===== src/rtl/fetch_ctrl_if.sv =====
// ----------------------------------------------------------------------------
// fetch_ctrl_if
//   Instruction-memory fetch bus between the fetch sequencer and the
//   instruction memory. The fetch side raises mem_req with a stable mem_addr.
//   The memory answers with mem_ack and mem_rdata, which may arrive in the
//   same cycle as the request.
//
//   Signals
//     mem_req    fetch request            (master -> slave)
//     mem_addr   fetch address, W bits    (master -> slave)
//     mem_ack    read data valid          (slave  -> master)
//     mem_rdata  instruction word, W bits (slave  -> master)
// ----------------------------------------------------------------------------
interface fetch_ctrl_if #(
    parameter int W = 16
);
    logic         mem_req;
    logic [W-1:0] mem_addr;
    logic         mem_ack;
    logic [W-1:0] mem_rdata;

    modport master (
        output mem_req,
        output mem_addr,
        input  mem_ack,
        input  mem_rdata
    );

    modport slave (
        input  mem_req,
        input  mem_addr,
        output mem_ack,
        output mem_rdata
    );
endinterface


===== src/rtl/fetch_ctrl.sv =====
// ----------------------------------------------------------------------------
// fetch_ctrl
//   Instruction-fetch sequencer that sits between the program counter, the
//   instruction memory and decode. It fetches the word at pc_in and holds it
//   in ir until decode consumes it or takes a relative branch. It also drives
//   the pc's one-hot inc/add/sub pulses.
//
//   Parameters
//     W        datapath width; must equal the pc width
//     TIMEOUT  REQ cycles without mem_ack before fetch_err (0 = never)
//
//   Ports
//     clk, reset          clock; asynchronous active-high reset
//     run                 1 = fetch continuously, 0 = stop after current ir
//     pc_in               current pc value
//     pc_inc/add/sub      one-cycle pc update pulses (at most one high)
//     pc_offset           branch magnitude while pc_add/pc_sub, else 0
//     mem                 fetch bus (fetch_ctrl_if.master)
//     ir, ir_valid        instruction register and its valid flag
//     ir_ready            decode consumes ir when ir_valid & ir_ready
//     br_valid, br_offset relative branch request, signed offset
//     br_ready            branch accepted this cycle (state HOLD)
//     fetch_err           sticky memory-timeout flag
//     fetch_cnt/stall_cnt saturating performance counters
//
//   Build option
//     FETCH_CTRL_PERF_EN  when defined, fetch_cnt counts accepted fetches and
//                         stall_cnt counts REQ cycles without mem_ack.
//                         Otherwise both read constant 0.
// ----------------------------------------------------------------------------
module fetch_ctrl #(
    parameter int W       = 16,
    parameter int TIMEOUT = 15
) (
    input  logic         clk,
    input  logic         reset,
    input  logic         run,
    input  logic [W-1:0] pc_in,
    output logic         pc_inc,
    output logic         pc_add,
    output logic         pc_sub,
    output logic [W-1:0] pc_offset,
    fetch_ctrl_if.master mem,
    output logic [W-1:0] ir,
    output logic         ir_valid,
    input  logic         ir_ready,
    input  logic         br_valid,
    input  logic [W-1:0] br_offset,
    output logic         br_ready,
    output logic         fetch_err,
    output logic [W-1:0] fetch_cnt,
    output logic [W-1:0] stall_cnt
);

    typedef enum logic [1:0] {
        S_IDLE,
        S_REQ,
        S_HOLD,
        S_ERR
    } state_t;

    localparam bit               TO_EN    = (TIMEOUT > 0);
    localparam int               CW       = TO_EN ? $clog2(TIMEOUT + 1) : 1;
    localparam logic [CW:0]      TO_LIMIT = (CW + 1)'(TIMEOUT);

    state_t        r_state;
    state_t        w_next;
    logic [CW-1:0] r_wait;
    logic [CW:0]   w_wait_inc;
    logic          w_timeout;
    logic          w_ack;

    // The wait count is one bit wider so the compare against TIMEOUT cannot wrap.
    assign w_wait_inc = {1'b0, r_wait} + {{CW{1'b0}}, 1'b1};
    assign w_timeout  = TO_EN && (w_wait_inc == TO_LIMIT);
    assign w_ack      = (r_state == S_REQ) && mem.mem_ack;

    // ERR is left only by reset, so the state itself is the sticky flag.
    assign fetch_err  = (r_state == S_ERR);

    // NOTE: state registers use non-blocking assignments so every flop samples
    // pre-edge values, whatever order the simulator evaluates the blocks in.
    always_ff @(posedge clk or posedge reset) begin
        if (reset) begin
            r_state <= S_IDLE;
        end else begin
            r_state <= w_next;
        end
    end

    // NOTE: every output of this block gets a default before the case
    // statement, so no path leaves a signal unassigned and no latch is inferred.
    always_comb begin
        w_next       = r_state;
        mem.mem_req  = 1'b0;
        mem.mem_addr = '0;
        pc_inc       = 1'b0;
        pc_add       = 1'b0;
        pc_sub       = 1'b0;
        pc_offset    = '0;
        ir_valid     = 1'b0;
        br_ready     = 1'b0;

        case (r_state)
            S_IDLE: begin
                if (run) begin
                    w_next = S_REQ;
                end
            end

            // run is ignored here on purpose: a started fetch always completes.
            S_REQ: begin
                mem.mem_req  = 1'b1;
                mem.mem_addr = pc_in;
                if (mem.mem_ack) begin
                    pc_inc = 1'b1;
                    w_next = S_HOLD;
                end else if (w_timeout) begin
                    w_next = S_ERR;
                end
            end

            // A branch wins over ir_ready. pc_add/pc_sub take a magnitude, so a
            // negative offset is negated; 0x8000 negates to itself, which is the
            // correct magnitude for the most negative offset.
            S_HOLD: begin
                ir_valid = 1'b1;
                br_ready = 1'b1;
                if (br_valid) begin
                    if (!br_offset[W-1]) begin
                        pc_add    = 1'b1;
                        pc_offset = br_offset;
                    end else begin
                        pc_sub    = 1'b1;
                        pc_offset = -br_offset;
                    end
                    w_next = run ? S_REQ : S_IDLE;
                end else if (ir_ready) begin
                    w_next = run ? S_REQ : S_IDLE;
                end
            end

            S_ERR: begin
                w_next = S_ERR;
            end

            default: begin
                w_next = S_IDLE;
            end
        endcase
    end

    // NOTE: ir is a plain datapath register, but it is reset anyway because
    // decode can observe it and reset must read back as 0.
    always_ff @(posedge clk or posedge reset) begin
        if (reset) begin
            ir <= '0;
        end else if (w_ack) begin
            ir <= mem.mem_rdata;
        end
    end

    // The wait counter runs only during unacknowledged REQ cycles and is 0 in
    // every other state, so each new request starts counting from zero.
    always_ff @(posedge clk or posedge reset) begin
        if (reset) begin
            r_wait <= '0;
        end else if ((r_state == S_REQ) && !mem.mem_ack) begin
            r_wait <= w_wait_inc[CW-1:0];
        end else begin
            r_wait <= '0;
        end
    end

`ifdef FETCH_CTRL_PERF_EN
    localparam logic [W-1:0] CNT_ONE = W'(1);

    logic [W-1:0] r_fetch_cnt;
    logic [W-1:0] r_stall_cnt;

    // Both counters stop at all-ones instead of wrapping.
    always_ff @(posedge clk or posedge reset) begin
        if (reset) begin
            r_fetch_cnt <= '0;
            r_stall_cnt <= '0;
        end else if (r_state == S_REQ) begin
            if (mem.mem_ack) begin
                if (~&r_fetch_cnt) begin
                    r_fetch_cnt <= r_fetch_cnt + CNT_ONE;
                end
            end else if (~&r_stall_cnt) begin
                r_stall_cnt <= r_stall_cnt + CNT_ONE;
            end
        end
    end

    assign fetch_cnt = r_fetch_cnt;
    assign stall_cnt = r_stall_cnt;
`else
    assign fetch_cnt = '0;
    assign stall_cnt = '0;
`endif

endmodule

===== src/flat_wrapper.sv =====
// flat-port wrapper written by rule: the top's interface ports become plain ports
module fetch_ctrl_flat 
#(
    parameter int W       = 16,
    parameter int TIMEOUT = 15
)
  (clk, reset, run, pc_in, pc_inc, pc_add, pc_sub, pc_offset, ir, ir_valid, ir_ready, br_valid, br_offset, br_ready, fetch_err, fetch_cnt, stall_cnt, mem_mem_req, mem_mem_addr, mem_mem_ack, mem_mem_rdata);
  fetch_ctrl_if #(.W(W)) mem_i ();
  input  logic clk;
  input  logic reset;
  input  logic run;
  input  logic [W-1:0] pc_in;
  output logic pc_inc;
  output logic pc_add;
  output logic pc_sub;
  output logic [W-1:0] pc_offset;
  output logic [W-1:0] ir;
  output logic ir_valid;
  input  logic ir_ready;
  input  logic br_valid;
  input  logic [W-1:0] br_offset;
  output logic br_ready;
  output logic fetch_err;
  output logic [W-1:0] fetch_cnt;
  output logic [W-1:0] stall_cnt;
  output wire logic [$bits(mem_i.mem_req)-1:0] mem_mem_req;
  output wire logic [$bits(mem_i.mem_addr)-1:0] mem_mem_addr;
  input wire logic [$bits(mem_i.mem_ack)-1:0] mem_mem_ack;
  input wire logic [$bits(mem_i.mem_rdata)-1:0] mem_mem_rdata;
  assign mem_mem_req = mem_i.mem_req;
  assign mem_mem_addr = mem_i.mem_addr;
  assign mem_i.mem_ack = mem_mem_ack;
  assign mem_i.mem_rdata = mem_mem_rdata;
  fetch_ctrl #(.W(W), .TIMEOUT(TIMEOUT)) u_core (.clk(clk), .reset(reset), .run(run), .pc_in(pc_in), .pc_inc(pc_inc), .pc_add(pc_add), .pc_sub(pc_sub), .pc_offset(pc_offset), .mem(mem_i), .ir(ir), .ir_valid(ir_valid), .ir_ready(ir_ready), .br_valid(br_valid), .br_offset(br_offset), .br_ready(br_ready), .fetch_err(fetch_err), .fetch_cnt(fetch_cnt), .stall_cnt(stall_cnt));
endmodule

===== config.mk =====
export PLATFORM = sky130hd
export DESIGN_NAME = fetch_ctrl_flat
export DESIGN_NICKNAME = d
export VERILOG_FILES = /design/src/rtl/fetch_ctrl_if.sv /design/src/rtl/fetch_ctrl.sv /design/src/flat_wrapper.sv
export SDC_FILE = /design/constraint.sdc
export NUM_CORES = 1
export LEC_CHECK = 0
export ABC_AREA = 1
export BUFFER_PORTS_ARGS = -buffer_cell sky130_fd_sc_hd__clkbuf_2
export CAP_MARGIN = 30
export CORE_MARGIN = 5
export CORE_UTILIZATION = 40
export DETAILED_ROUTE_END_ITERATION = 7
export GPL_TIMING_DRIVEN = 0
export PLACE_DENSITY = 0.87
export SYNTH_ARGS = -nofsm -noshare
export SYNTH_HDL_FRONTEND = slang
export SYNTH_SLANG_ARGS = --single-unit

===== constraint.sdc =====
create_clock -name clk -period 1.6 [get_ports clk]
set_clock_uncertainty 0.15 [all_clocks]
set_input_delay 0.16 -clock clk [delete_from_list [all_inputs] [get_ports clk]]
set_output_delay 0.16 -clock clk [all_outputs]
set_load 0.02 [all_outputs]

Word level (Yosys, flattened, before mapping) --
Index checks and enable logic that the tools add are counted.
Word-level totals: register bits 22, bits of input ports 54, output and inout port bits 87, word-level logic and storage cells 39
Operators by class: add/subtract/negate cells 2, equality and inequality tests 7, multiplexer cells 22, reductions and logical operators 5
Operator list (number):
- $mux 16 | 4
- $neg 16->16 | 1
- $mux 1 | 11
- $mux 2 | 5
- $pmux 2 s4 | 1
- $add 4x1->5 const B | 1
- $eq 5x4->1 const B | 1
- $eq 2x2->1 const B | 2
- $mux 4 | 1
- $ne 3x2->1 const B | 1
- $ne 3x3->1 const B | 1
- $reduce_and 3->1 | 1
- $eq 2x1->1 const B | 1
- $logic_and 1x1->1 | 2
- $logic_not 2->1 | 1
- $ne 2x2->1 const B | 1
- $logic_not 1->1 | 1

Depth between registers and ports, before layout --
Gate-level depths: netlist of the first run.
depth after elaboration 5, depth in mapped cells 10, depth with buffers taken out 10

Least setup slack after synthesis of the first run --
OpenSTA, ideal clock, no wires.
path type register to output, start reg u_core.r_state[0], end out pc_offset[1], arrival 1.268 ns, setup slack 0.022 ns, cell stages (with the launch flop) 7, cells stage by stage dfrtp_1 -> inv_2 -> nand2_2 -> nor2_4 -> inv_1 -> nor2_2 -> a22o_1
On the way: cells in the longest elaborated chain, start to end 2
RTL lines:
- from (decl) | line fetch_ctrl.sv:66 | state_t r_state;
- from (signal assigned) | line fetch_ctrl.sv:87 | r_state <= w_next;
- $eq 2x2->1 | line fetch_ctrl.sv:104 | case (r_state)
- $mux 16 | line fetch_ctrl.sv:104
- to (decl) | line flat_wrapper.sv:16 | output logic [W-1:0] pc_offset;
No other way between the ends.

Final worst setup path of the first run --
Same ends and word-level chain as after synthesis.

==> impl_results.md, run 1 <==
- Outcome: complete, but fails checks
- Failing checks: setup timing
- Setup WS post-layout: -0.195 ns
- Die W: between 70 and 80 um
- Worst setup EP type: output pin
- Synth cell types: 27
- Critical path's top delay family: buffers and inverters
- Max_cap viols: 0
- DRC: 0
- Clk sinks: 22
- Critical path startpoint category: flop
- Syn Std Cell Area: ~1800 um^2
- Tot Pwr: a little over 4 mW
- Tmin final: roughly 1.8 ns
- Setup crit end: pc_offset[1]
- CTS root buf: clkbuf_8
- IO Port Bufs: roughly 110
- Crit path arrival time: 1.48 ns
- Via/cell ratio: ~4.6
- CP cell instances: inv_2, nand2_4, nor2_4, buf_4, inv_2, nor2_4, a22o_1, clkbuf_4
- HP Class: in -> reg
- FF-to-FF End: u_core.ir[2]$_DFFE_PP0P_
- Met3 Use GR: 0.0527
- CTS tree: built
- P_leak: around 1.9 nW
- Initial antenna violation count: 0
- Placed Area: 2520 um^2
- Pre-Repair DR Iteration Count: 5
- CTS Buf Count: 3
- WL per Instance: about 13 um
- Fin area: 3220 um^2
- Synthesis-to-finish area growth: 78.1%
- Vias: approximately 2300
- Clock latency at the later pin of the worst-skew pair: around 0.26 ns
- Max Clk Rate: between 500 and 600 MHz
- Synth warnings: 0
- Tightest Pin Transition: a little over 0.8 ns
- GRT Util Overall: 0.193
- Die Height: between 70 and 80 um
- Gr ovfl total: 0
- Crit Path Max Fanout: 4
- Max rail drop VDD: about 950 uV
- Reg2Reg Setup Slack: -0.01 ns
- Largest net degree at the start of global routing: 23
- Setup violations, final: 35
- Setup crit start: u_core.r_state[0]$_DFFE_PP0P_
- WHS: roughly 0.021 ns
- Fillers: 290
- Unrepaired setup endpoints after global routing: true
- Met1 Use GR: 0.195
- Rows: 24
- Share of layout cells above drive strength 1: 0.472
- Core Region: about 4400 um^2
- Synth Register Bits: 22
- R2R depth: 9
- WP data required: roughly 1.3 ns
- Hpwl dp: between 4 and 5 mm
- CP bufs+invs: 4
- Clock slew at reported path FFs: ~0.070 ns
- Busiest grt layer: met2
- Initial DRC Count: between 80 and 90
- Initial Util: 0.415
- PwrDens: 1250 nW/um^2
- Nets: 508
- Final core occ: 0.739
- Sequential area share after synthesis: 0.305
- Final hold viol count: 0
- Slowest cell on the critical path: dfrtp_1
- Worst slew margin: 0.449
- Avg Cell Area, Syn: 6.66 um^2
- Final antenna-violating net count: 0
- CP max stage delay: about 0.4 ns
- Met2 usage: 0.364
- Period utilization: 1.12
- Crit Path Category: reg -> out
- Post-Synthesis Cells: roughly 270
- Reg2reg start: u_core.r_state[0]$_DFFE_PP0P_
- H-tree levels: 1
- Routability congestion estimate: 0.816
- Global-route wire length before repair: 9.70 mm
- CTS Buffer Depth: 2
- Ports: 141
- Setup_tns: -3.69 ns
- Vias in the first global route: around 2200
- N_diodes: 0
- Final WL: 6.63 mm
- Final Max Slew Viols: 0
- DIE AREA: 5960 um^2
- Worst path depth: 8
## repair_timing
| action | in CTS | in global routing |
|---|---|---|
| hold buffers | 18 | 0 |
| gates cloned | 1 | 1 |
| buffers inserted | 12 | 8 |
| pin swaps | 4 | 5 |
| gates resized for setup | 54 | 84 |
| hold endpoints to repair | 39 | 0 |
| endpoints found under the setup margin | 29 | 46 |
## per-layer routing
metal | part of all wire | wire length (um) | vias up
met4 | 0.024 | 158 | 0
met3 | 0.090 | 598 | 20
met1 | 0.35 | 2330 | 1027
met2 | 0.53 | 3540 | 127
met5 | 0 | 0 | -
li1 | - | - | 1108
## worst min path at each step
stage	endpoint	startpoint	cells after the start
after floorplan	u_core.ir[0]$_DFFE_PP0P_	reset	1
after global placement	u_core.r_wait[2]$_DFF_PP0_	reset	2
after detailed placement	u_core.ir[0]$_DFFE_PP0P_	reset	2
after CTS	u_core.r_state[1]$_DFFE_PP0P_	br_valid	4
after global routing	u_core.r_state[1]$_DFFE_PP0P_	br_valid	4
final	u_core.r_state[1]$_DFFE_PP0P_	br_valid	4
## placed cells by master, fill, tap and decap left out, drive strengths merged, types with 3 or more instances in the layout
cell type	netlist	final
a21oi	13	13
ha	3	3
nand3	12	12
o21ai	13	13
buf	39	88
nor2	42	42
conb	1	32
dfrtp	22	22
clkbuf	0	80
dlygate4sd3	0	18
inv	45	44
nand2	74	74
## where the power goes
group | internal (mW) | total, mW | leakage [nW] | switching [mW]
Combinational | 1.17 | 2.71 | 1.61 | 1.54
Sequential | 0.780 | 0.975 | 0.276 | 0.196
Clock | 0.168 | 0.338 | 0.0216 | 0.170
## cell type report
type | count | area [um^2] | area share
timing repair buffer | 145 | 1050 | 0.328
multi-input combinational | 196 | 1010 | 0.314
sequential | 22 | 552 | 0.172
buffer | 38 | 305 | 0.0949
inverter | 45 | 186 | 0.0580
tap | 52 | 65.1 | 0.0202
clock buffer | 3 | 41.3 | 0.0128
## registers in the layout, indices dropped and copies added (netlist names)
| name | flops |
|---|---|
| u_core.r_state | 2 |
| u_core.ir | 16 |
| u_core.r_wait | 4 |
## logic make-up (layout without fill, tap and decap cells)
| logic type | after synthesis | after routing | share of synthesized area |
|---|---|---|---|
| other | 1 | 32 | 0.00208 |
| adder cells (fa/ha/maj) | 3 | 3 | 0.0208 |
| AO/OA/AOI/OAI | 27 | 27 | 0.0790 |
| XOR/XNOR | 2 | 2 | 0.00970 |
| AND/OR/NAND/NOR | 132 | 132 | 0.326 |
| buffers and inverters | 84 | 231 | 0.258 |
| flip-flops | 22 | 22 | 0.305 |
## worst reg2reg max path: stages (launching register included)
cell and delay, ns:
dfrtp_1 0.36, inv_2 0.06, buf_4 0.13, nor2_4 0.15, buf_6 0.14, nand2_8 0.07
buf_8 0.15, clkbuf_16 0.16, nand2_1 0.09, nand2_1 0.06
## cell usage after synthesis
cell type / n / area [um^2]
o21ai_2: 1 / 8.76
nor2_1: 38 / 143
inv_1: 39 / 146
buf_4: 34 / 255
nor2_2: 1 / 6.26
dfrtp_1: 22 / 551
buf_6: 1 / 11.3
inv_2: 6 / 22.5
conb_1: 1 / 3.75
nand2_2: 3 / 18.8
a22o_1: 1 / 8.76
o21ai_0: 9 / 45.0
o21ai_1: 3 / 15.0
nand2_1: 70 / 263
nand3_4: 1 / 17.5
nand4_1: 1 / 6.26
nor3_4: 1 / 16.3
buf_2: 3 / 15.0
nor3_1: 1 / 5.00
buf_8: 1 / 15.0
xor2_1: 2 / 17.5
ha_1: 3 / 37.5
a21oi_1: 13 / 65.1
nand2_4: 1 / 11.3
nor4_2: 1 / 12.5
nand3_1: 11 / 55.1
nor2_4: 3 / 33.8
## metrics by stage
stage / worst slack (ns) / cells
floorplan: 0.0224 / 302
global placement: -0.0182 / 461
detailed placement: -0.0450 / 461
CTS: -0.240 / 495
global route: -0.285 / 501
finish: -0.195 / 501
No activity file was read; power rests on OpenSTA's default activity.
==> run 2, diff against run 1 <==
CELL_PAD_IN_SITES_DETAIL_PLACEMENT = 2   (was not set)
CELL_PAD_IN_SITES_GLOBAL_PLACEMENT = 2   (was not set)
CORE_ASPECT_RATIO = 0.5   (was not set)
CORE_UTILIZATION = 18   (was 40)
PLACE_DENSITY = 0.84   (was 0.87)
==> impl_results.md, run 2 (same netlist as run 1, synthesis figures left out) <==
- Outcome: complete, but fails checks (unchanged)
- Failing checks: setup timing (unchanged)
- WP data required: 1.29 ns (about the same)
- Hold Crit Endpoint: u_core.r_state[1]$_DFFE_PP0P_ (unchanged)
- Fillers: 1116 (was 290)
- GRT Util Overall: 0.135 (was 0.193)
- Critical path startpoint category: flop (unchanged)
- CTS tree: built (unchanged)
- Reg2reg start: u_core.r_state[0]$_DFFE_PP0P_ (unchanged)
- HP Class: in -> reg (unchanged)
- Worst Hold Launch: ir_ready (was br_valid)
- NetSw: 2.12 mW (was 1.91 mW)
- Routability congestion estimate: 0.750 (was 0.816)
- Tot Pwr: 4.64 mW (was 4.02 mW)
- Worst hold path depth: 4 (unchanged)
- Global-route wire length before repair: 13.0 mm (was 9.70 mm)
- P_leak: 1.97 nW (was 1.91 nW)
- Setup_tns: -6.77 ns (was -3.69 ns)
- Max_cap viols: 0 (unchanged)
- Uppermost layer routed: met4 (unchanged)
- Clock latency at the later pin of the worst-skew pair: 0.25 ns (was 0.26 ns)
- Share of layout cells above drive strength 1: 0.515 (was 0.472)
- WL per Instance: 15.5 um (was 13.2 um)
- Setup WS post-layout: -0.244 ns (was -0.195 ns)
- Most frequent cells in the layout: 70 x clkbuf_2, 61 x nand2_1, 48 x buf_4, 35 x inv_1, 32 x conb_1 (was 71 x clkbuf_2, 70 x buf_4, 61 x nand2_1, 37 x inv_1, 32 x conb_1)
- Crit Path Max Fanout: 7 (was 4)
- Pre-Repair DR Iteration Count: 4 (was 5)
- Vias: 2278 (was 2282)
- IO Port Bufs: 107 (unchanged)
- PwrDens: 1260 nW/um^2 (was 1250 nW/um^2)
- Setup violations, final: 35 (unchanged)
- R2R depth: 10 (was 9)
- Largest Register: u_core.ir (unchanged)
- Clk sinks: 22 (unchanged)
- Initial DRC Count: 29 (was 89)
- Crit Path Category: reg -> out (unchanged)
- Reg2Reg Setup Slack: 0.01 ns (was -0.01 ns)
- CTS root buf: clkbuf_16 (was clkbuf_8)
- N_diodes: 0 (unchanged)
- Sequential share of power: 0.201 (was 0.242)
- Core Region: 9600 um^2 (was 4350 um^2)
- Via/cell ratio: 3.94 (was 4.55)
- Clock slew at reported path FFs: 0.06 ns (was 0.07 ns)
- Gr ovfl total: 0 (unchanged)
- Routed met1 length: 3.20 mm (was 2.33 mm)
- Tightest Pin Transition: 0.886 ns (was 0.826 ns)
- Final Max Slew Viols: 0 (unchanged)
- Commonest non-fill, non-tap cell in the layout: clkbuf_2 (unchanged)
- Largest registers: u_core.ir x16, u_core.r_wait x4, u_core.r_state x2 (unchanged)
- Max Clk Rate: 542 MHz (was 557 MHz)
- Period utilization: 1.15 (was 1.12)
- H-tree levels: 1 (unchanged)
- Synthesis-to-finish area growth: 103% (was 78.1%)
- Max reg flops: 16 (unchanged)
- Initial antenna violation count: 0 (unchanged)
- Power share of the combinational group: 0.674 (about the same)
- FF-to-FF End: u_core.r_state[1]$_DFFE_PP0P_ (was u_core.ir[2]$_DFFE_PP0P_)
- Final antenna-violating net count: 0 (unchanged)
- Worst setup EP type: output pin (unchanged)
- CTS Buffer Depth: 2 (unchanged)
- Hpwl dp: 5.89 mm (was 4.08 mm)
- Tmin final: 1.84 ns (was 1.79 ns)
- Rows: 25 (was 24)
- Final WL: 8.96 mm (was 6.63 mm)
- Nets: 501 (was 508)
- Switching Share: 0.456 (was 0.474)
- Unrepaired setup endpoints after global routing: true (unchanged)
- Die Height: 80.8 um (was 77.2 um)
- Max rail drop VDD: 523 uV (was 951 uV)
- CTS Buf Count: 3 (unchanged)
- Final hold viol count: 0 (unchanged)
- Power share of the clock group: 0.125 (was 0.084)
- Crit path arrival time: 1.53 ns (was 1.48 ns)
- DRC: 0 (unchanged)
- DR WL met3: 351 um (was 598 um)
- Largest net degree at the start of global routing: 23 (unchanged)
- Initial Util: 0.188 (was 0.415)
- Ports: 141 (unchanged)
- Worst slew margin: 0.409 (was 0.449)
- Vias in the first global route: 2529 (was 2218)
- Die W: 152 um (was 77.2 um)
- Internal: 2.52 mW (was 2.12 mW)
- DIE AREA: 12300 um^2 (was 5960 um^2)
- Met2 routed WL: 5.29 mm (was 3.54 mm)
==> run 2: cell types whose count changed in the layout (fill, tap and decap cells not counted), moves of 3 or more <==
cell,previous run,this run
clkbuf_8,7,4
buf_4,70,48
nor2_4,7,27
nor2_1,27,14
buf_8,4,19
nand2_4,3,7
nand2_2,9,5
buf_12,0,3
inv_2,5,8
nor2_2,8,1
==> run 2: worst max-delay path by stage <==
stage	startpoint	depth (start not counted)	slack, ns	end
after detailed placement	br_offset[0]	12	-0.14	pc_offset[10]
after global routing	u_core.r_state[0]$_DFFE_PP0P_	7	-0.32	pc_offset[15]
final	u_core.r_state[0]$_DFFE_PP0P_	7	-0.24	pc_offset[15]
after floorplan	u_core.r_state[0]$_DFFE_PP0P_	6	0.02	pc_offset[1]
after CTS	u_core.r_state[0]$_DFFE_PP0P_	7	-0.24	pc_offset[15]
after global placement	br_offset[0]	10	-0.13	pc_offset[12]
==> run 2: timing repair <==
item | in CTS | in global routing
buffers inserted | 7 | 5
hold buffers | 17 | 0
gates resized for setup | 99 | 100
endpoints found under the setup margin | 30 | 43
hold endpoints to repair | 38 | 0
gates cloned | 2 | 0
pin swaps | 1 | 20
==> run 2: routing by layer <==
metal | GRT usage | vias up
met1 | 0.142 | 1112
li1 | - | 1098
met4 | 0.0251 | 0
met5 | 0 | -
met3 | 0.0190 | 12
met2 | 0.285 | 56
==> run 2: area by class of cell <==
cell class,count,area (um^2),area share
buffer,39,315,0.0859
clock buffer,4,88.8,0.0242
inverter,45,181,0.0494
multi-input combinational,196,1210,0.330
sequential,22,552,0.150
tap,135,169,0.0460
timing repair buffer,137,1150,0.314
==> run 2: power groups by stage <==
stage / registers [mW] / logic [mW] / clock network (mW)
floorplan: 1.15 / 1.05 / 0
global placement: 0.925 / 1.93 / 0
detailed placement: 0.934 / 1.99 / 0
CTS: 0.931 / 2.79 / 0.608
global route: 0.967 / 3.36 / 0.629
finish: 0.934 / 3.13 / 0.579
==> run 2: per-stage QoR <==
step                worst slack [ns]  hold WS, ns   util  instance area, um^2  std cells
detailed placement            -0.136        0.212  0.273                 2630        544
finish                        -0.244       0.0555  0.382                 3670        578
global route                  -0.319       0.0779  0.382                 3670        578
CTS                           -0.240       0.0185  0.351                 3370        574
floorplan                     0.0224    -0.000774      -                 1920        302
global placement              -0.126        0.206  0.273                 2630        544
==> run 2: critical path, stage by stage, from the launching register on <==
cell	delay [ns]
dfrtp_1	0.40
inv_2	0.09
nand2_4	0.06
nor2_4	0.10
buf_12	0.14
nand2_8	0.05
nor4_4	0.25
buf_4	0.18
==> run 3, diff against run 2 <==
ABC_AREA = 0   (was 1)
CORE_UTILIZATION = 19   (was 18)
PLACE_DENSITY = 0.85   (was 0.84)
==> impl_results.md, run 3 <==
- Initial Util: 0.194 (was 0.188)
- N_diodes: 0 (unchanged)
- Tmin final: 1.97 ns (was 1.84 ns)
- Via/cell ratio: 4.10 (was 3.94)
- Setup violations, final: 52 (was 35)
- Initial DRC Count: 47 (was 29)
- Ports: 141 (unchanged)
- Power share of the clock group: 0.138 (was 0.125)
- Share of layout cells above drive strength 1: 0.659 (was 0.515)
- Worst slew margin: 0.653 (was 0.409)
- H-tree levels: 1 (unchanged)
- Die Height: 76.5 um (was 80.8 um)
- Hpwl dp: 5.28 mm (was 5.89 mm)
- R2R depth: 7 (was 10)
- Outcome: complete, but fails checks (unchanged)
- Worst hold path depth: 3 (was 4)
- Pre-Repair DR Iteration Count: 4 (unchanged)
- CTS root buf: clkbuf_16 (unchanged)
- Period utilization: 1.23 (was 1.15)
- Max reg flops: 16 (unchanged)
- Internal: 3.12 mW (was 2.52 mW)
- Clk sinks: 22 (unchanged)
- WP data required: 1.29 ns (about the same)
- Adder-cell area share of the yosys netlist: 0.0223 (was 0.0208)
- Max Clk Rate: 507 MHz (was 542 MHz)
- CTS tree: built (unchanged)
- Final WL: 8.81 mm (was 8.96 mm)
- Synth cell count leaders: 33 x buf_4, 22 x dfrtp_1, 21 x nor2_1 (was 70 x nand2_1, 39 x inv_1, 38 x nor2_1)
- Setup WS post-layout: -0.374 ns (was -0.244 ns)
- Largest net degree at the start of global routing: 23 (unchanged)
- Sequential share of power: 0.189 (was 0.201)
- IO Port Bufs: 107 (unchanged)
- Main flop type after synthesis: dfrtp_1 (unchanged)
- Top-area cell type share of the netlist area: 0.328 (was 0.305)
- CTS Buffer Depth: 2 (unchanged)
- Fillers: 917 (was 1116)
- Synth Register Bits: 22 (unchanged)
- Post-place setup slack: -0.546 ns (was -0.136 ns)
- DIE AREA: 10900 um^2 (was 12300 um^2)
- CTS Buf Count: 3 (unchanged)
- Max_cap viols: 0 (unchanged)
- Clock latency at the later pin of the worst-skew pair: 0.26 ns (was 0.25 ns)
- Gr ovfl total: 0 (unchanged)
- PwrDens: 1380 nW/um^2 (was 1260 nW/um^2)
- HP Class: in -> reg (unchanged)
- Crit Path Max Fanout: 5 (was 7)
- Unrepaired setup endpoints after global routing: true (unchanged)
- Nets: 428 (was 501)
- P_leak: 1.90 nW (was 1.97 nW)
- WL per Instance: 18.1 um (was 15.5 um)
- NetSw: 2.08 mW (was 2.12 mW)
- DRC: 0 (unchanged)
- Vias in the first global route: 2332 (was 2529)
- Post-Synthesis Cells: 187 (was 271)
- Synth cell types: 35 (was 27)
- Sequential area share after synthesis: 0.328 (was 0.305)
- Largest registers: u_core.ir x16, u_core.r_wait x4, u_core.r_state x2 (unchanged)
- Number of flops mapped to enable cells by yosys: 0 (unchanged)
- Core Region: 8650 um^2 (was 9600 um^2)
- Synth Area in Simple Gates: 0.209 (was 0.326)
- Max rail drop VDD: 1030 uV (was 523 uV)
- Routability congestion estimate: 0.691 (was 0.750)
- Rows: 24 (was 25)
- Crit Path Category: in -> out (was reg -> out)
- Largest family of logic cells by synthesized area: simple AND/OR/NAND/NOR gates (unchanged)
- Most frequent cells in the layout: 67 x clkbuf_2, 48 x buf_4, 32 x conb_1, 30 x buf_8, 21 x dfrtp_1 (was 70 x clkbuf_2, 61 x nand2_1, 48 x buf_4, 35 x inv_1, 32 x conb_1)
- Area leader, netlist: dfrtp_1 (unchanged)
- Final Max Slew Viols: 0 (unchanged)
- Multiplexer share of the synthesized area: 0.120 (was 0)
- Avg Cell Area, Syn: 8.99 um^2 (was 6.66 um^2)
- Synth Area in Compound Gates: 0.0700 (was 0.0790)
- Final antenna-violating net count: 0 (unchanged)
- GRT Util Overall: 0.150 (was 0.135)
- Final core occ: 0.436 (was 0.382)
- Initial antenna violation count: 0 (unchanged)
- Switching Share: 0.400 (was 0.456)
- Final hold viol count: 0 (unchanged)
- Clock slew at reported path FFs: 0.06 ns (about the same)
- Vias: 1996 (was 2278)
- Area contributors post-synth: dfrtp_1 33%, buf_4 15%, mux2_2 11% (was dfrtp_1 30%, nand2_1 15%, buf_4 14%)
- Post-synth ARST share: 1.00 (unchanged)
- Synthesis-to-finish area growth: 124% (was 103%)
- Failing checks: setup timing (unchanged)
- Tightest Pin Transition: 0.520 ns (was 0.886 ns)
- Power share of the combinational group: 0.672 (was 0.674)
- Synth Area in XOR/XNOR: 0.0678 (was 0.00970)
- Global-route wire length before repair: 13.1 mm (was 13.0 mm)
- Synth warnings: 0 (unchanged)
- Commonest non-fill, non-tap cell in the layout: clkbuf_2 (unchanged)
- Worst setup EP type: output pin (unchanged)
- Critical path startpoint category: input port (was flop)
- Crit path arrival time: 1.66 ns (was 1.53 ns)
- Most numerous cell in the Yosys netlist: buf_4 (was nand2_1)
- Largest Register: u_core.ir (unchanged)
- Syn Std Cell Area: 1680 um^2 (was 1810 um^2)
- Die W: 143 um (was 152 um)
## run 3: changes by cell type in the layout (fill, tap and decap cells not counted), moves of 8 or more
cell / before / now
nor2_4: 27 / 10
nand3_1: 9 / 1
and2_4: 0 / 16
mux2_4: 0 / 17
a21oi_1: 11 / 3
buf_8: 19 / 30
inv_1: 35 / 4
nand2_1: 61 / 4
## run 3: worst paths after layout
kind | start | to | slack (ns)
setup / recovery | br_offset[4] | pc_offset[13] | -0.37
hold / removal | run | u_core.r_state[0]$_DFFE_PP0P_ | 0.03
setup reg to reg | u_core.r_state[1]$_DFFE_PP0P_ | u_core.ir[12]$_DFFE_PP0P_ | -0.15
hold reg to reg | u_core.ir[2]$_DFFE_PP0P_ | u_core.ir[2]$_DFFE_PP0P_ | 0.36
max in group asynchronous | reset | u_core.r_state[0]$_DFFE_PP0P_ | 0.63
min in group asynchronous | reset | u_core.ir[3]$_DFFE_PP0P_ | 0.34
## run 3: area by class of cell
type                       instances  area (um^2)  share of cell area
inverter                           9         47.5              0.0126
tap                              117          146              0.0388
multi-input combinational        149         1320               0.349
timing repair buffer             149         1300               0.344
clock inverter                     1         30.0             0.00797
buffer                            37          304              0.0807
sequential                        22          552               0.146
clock buffer                       3         75.1              0.0199
## run 3: power by group through the flow
stage | Clock (mW) | Combinational [mW] | Sequential (mW)
4_1_cts | 0.727 | 3.14 | 0.966
3_3_place_gp | 0 | 1.98 | 0.940
3_5_place_dp | 0 | 2.03 | 0.966
5_1_grt | 0.761 | 3.67 | 1.02
6_report | 0.717 | 3.49 | 0.983
2_1_floorplan | 0 | 1.07 | 1.20
## run 3: cell families (layout without fill, tap and decap cells)
logic type                 after synthesis  in the layout
other                                    1             32
and+or+nand+nor                         65             65
AOI/OAI and AO/OA                       18             18
adders and majority gates                3              3
DFF                                     22             22
xor gates and xnor gates                13             13
muxes                                   18             18
buffers and inverters                   47            199
## run 3: what timing repair did
action                                 4_1_cts  5_1_grt
hold buffers                                17        0
endpoints found under the hold margin       38        0
pin swaps                                   25       11
setup buffers                               16        7
setup endpoints to repair                   53       54
gates cloned                                 3        0
gates resized for setup                    134       92
## run 3: worst max-delay path, stage by stage
cell and delay [ns]:
buf_8 0.10, or4_4 0.59, nor3_4 0.23, a31oi_4 0.12
mux2_4 0.33, buf_8 0.13
## run 3: per-layer routing
layer	track usage	vias to the layer above	wire, um
met3	0.0245	17	385
met4	0.0342	0	218
met5	0	-	0
met2	0.317	58	5220
met1	0.150	985	2990
li1	-	936	-
## run 3: metrics by stage
step	setup TNS, ns	area [um^2]	hold WS (ns)	cells	total power [mW]
3_3_place_gp	-8.48	2540	0.210	442	2.92
4_1_cts	-5.50	3520	0.00625	481	4.83
5_1_grt	-10.90	3770	0.0464	487	5.45
2_1_floorplan	-1.06	1860	-0.000774	218	2.27
3_5_place_dp	-9.84	2540	0.216	442	3.00
6_report	-8.10	3770	0.0341	487	5.19
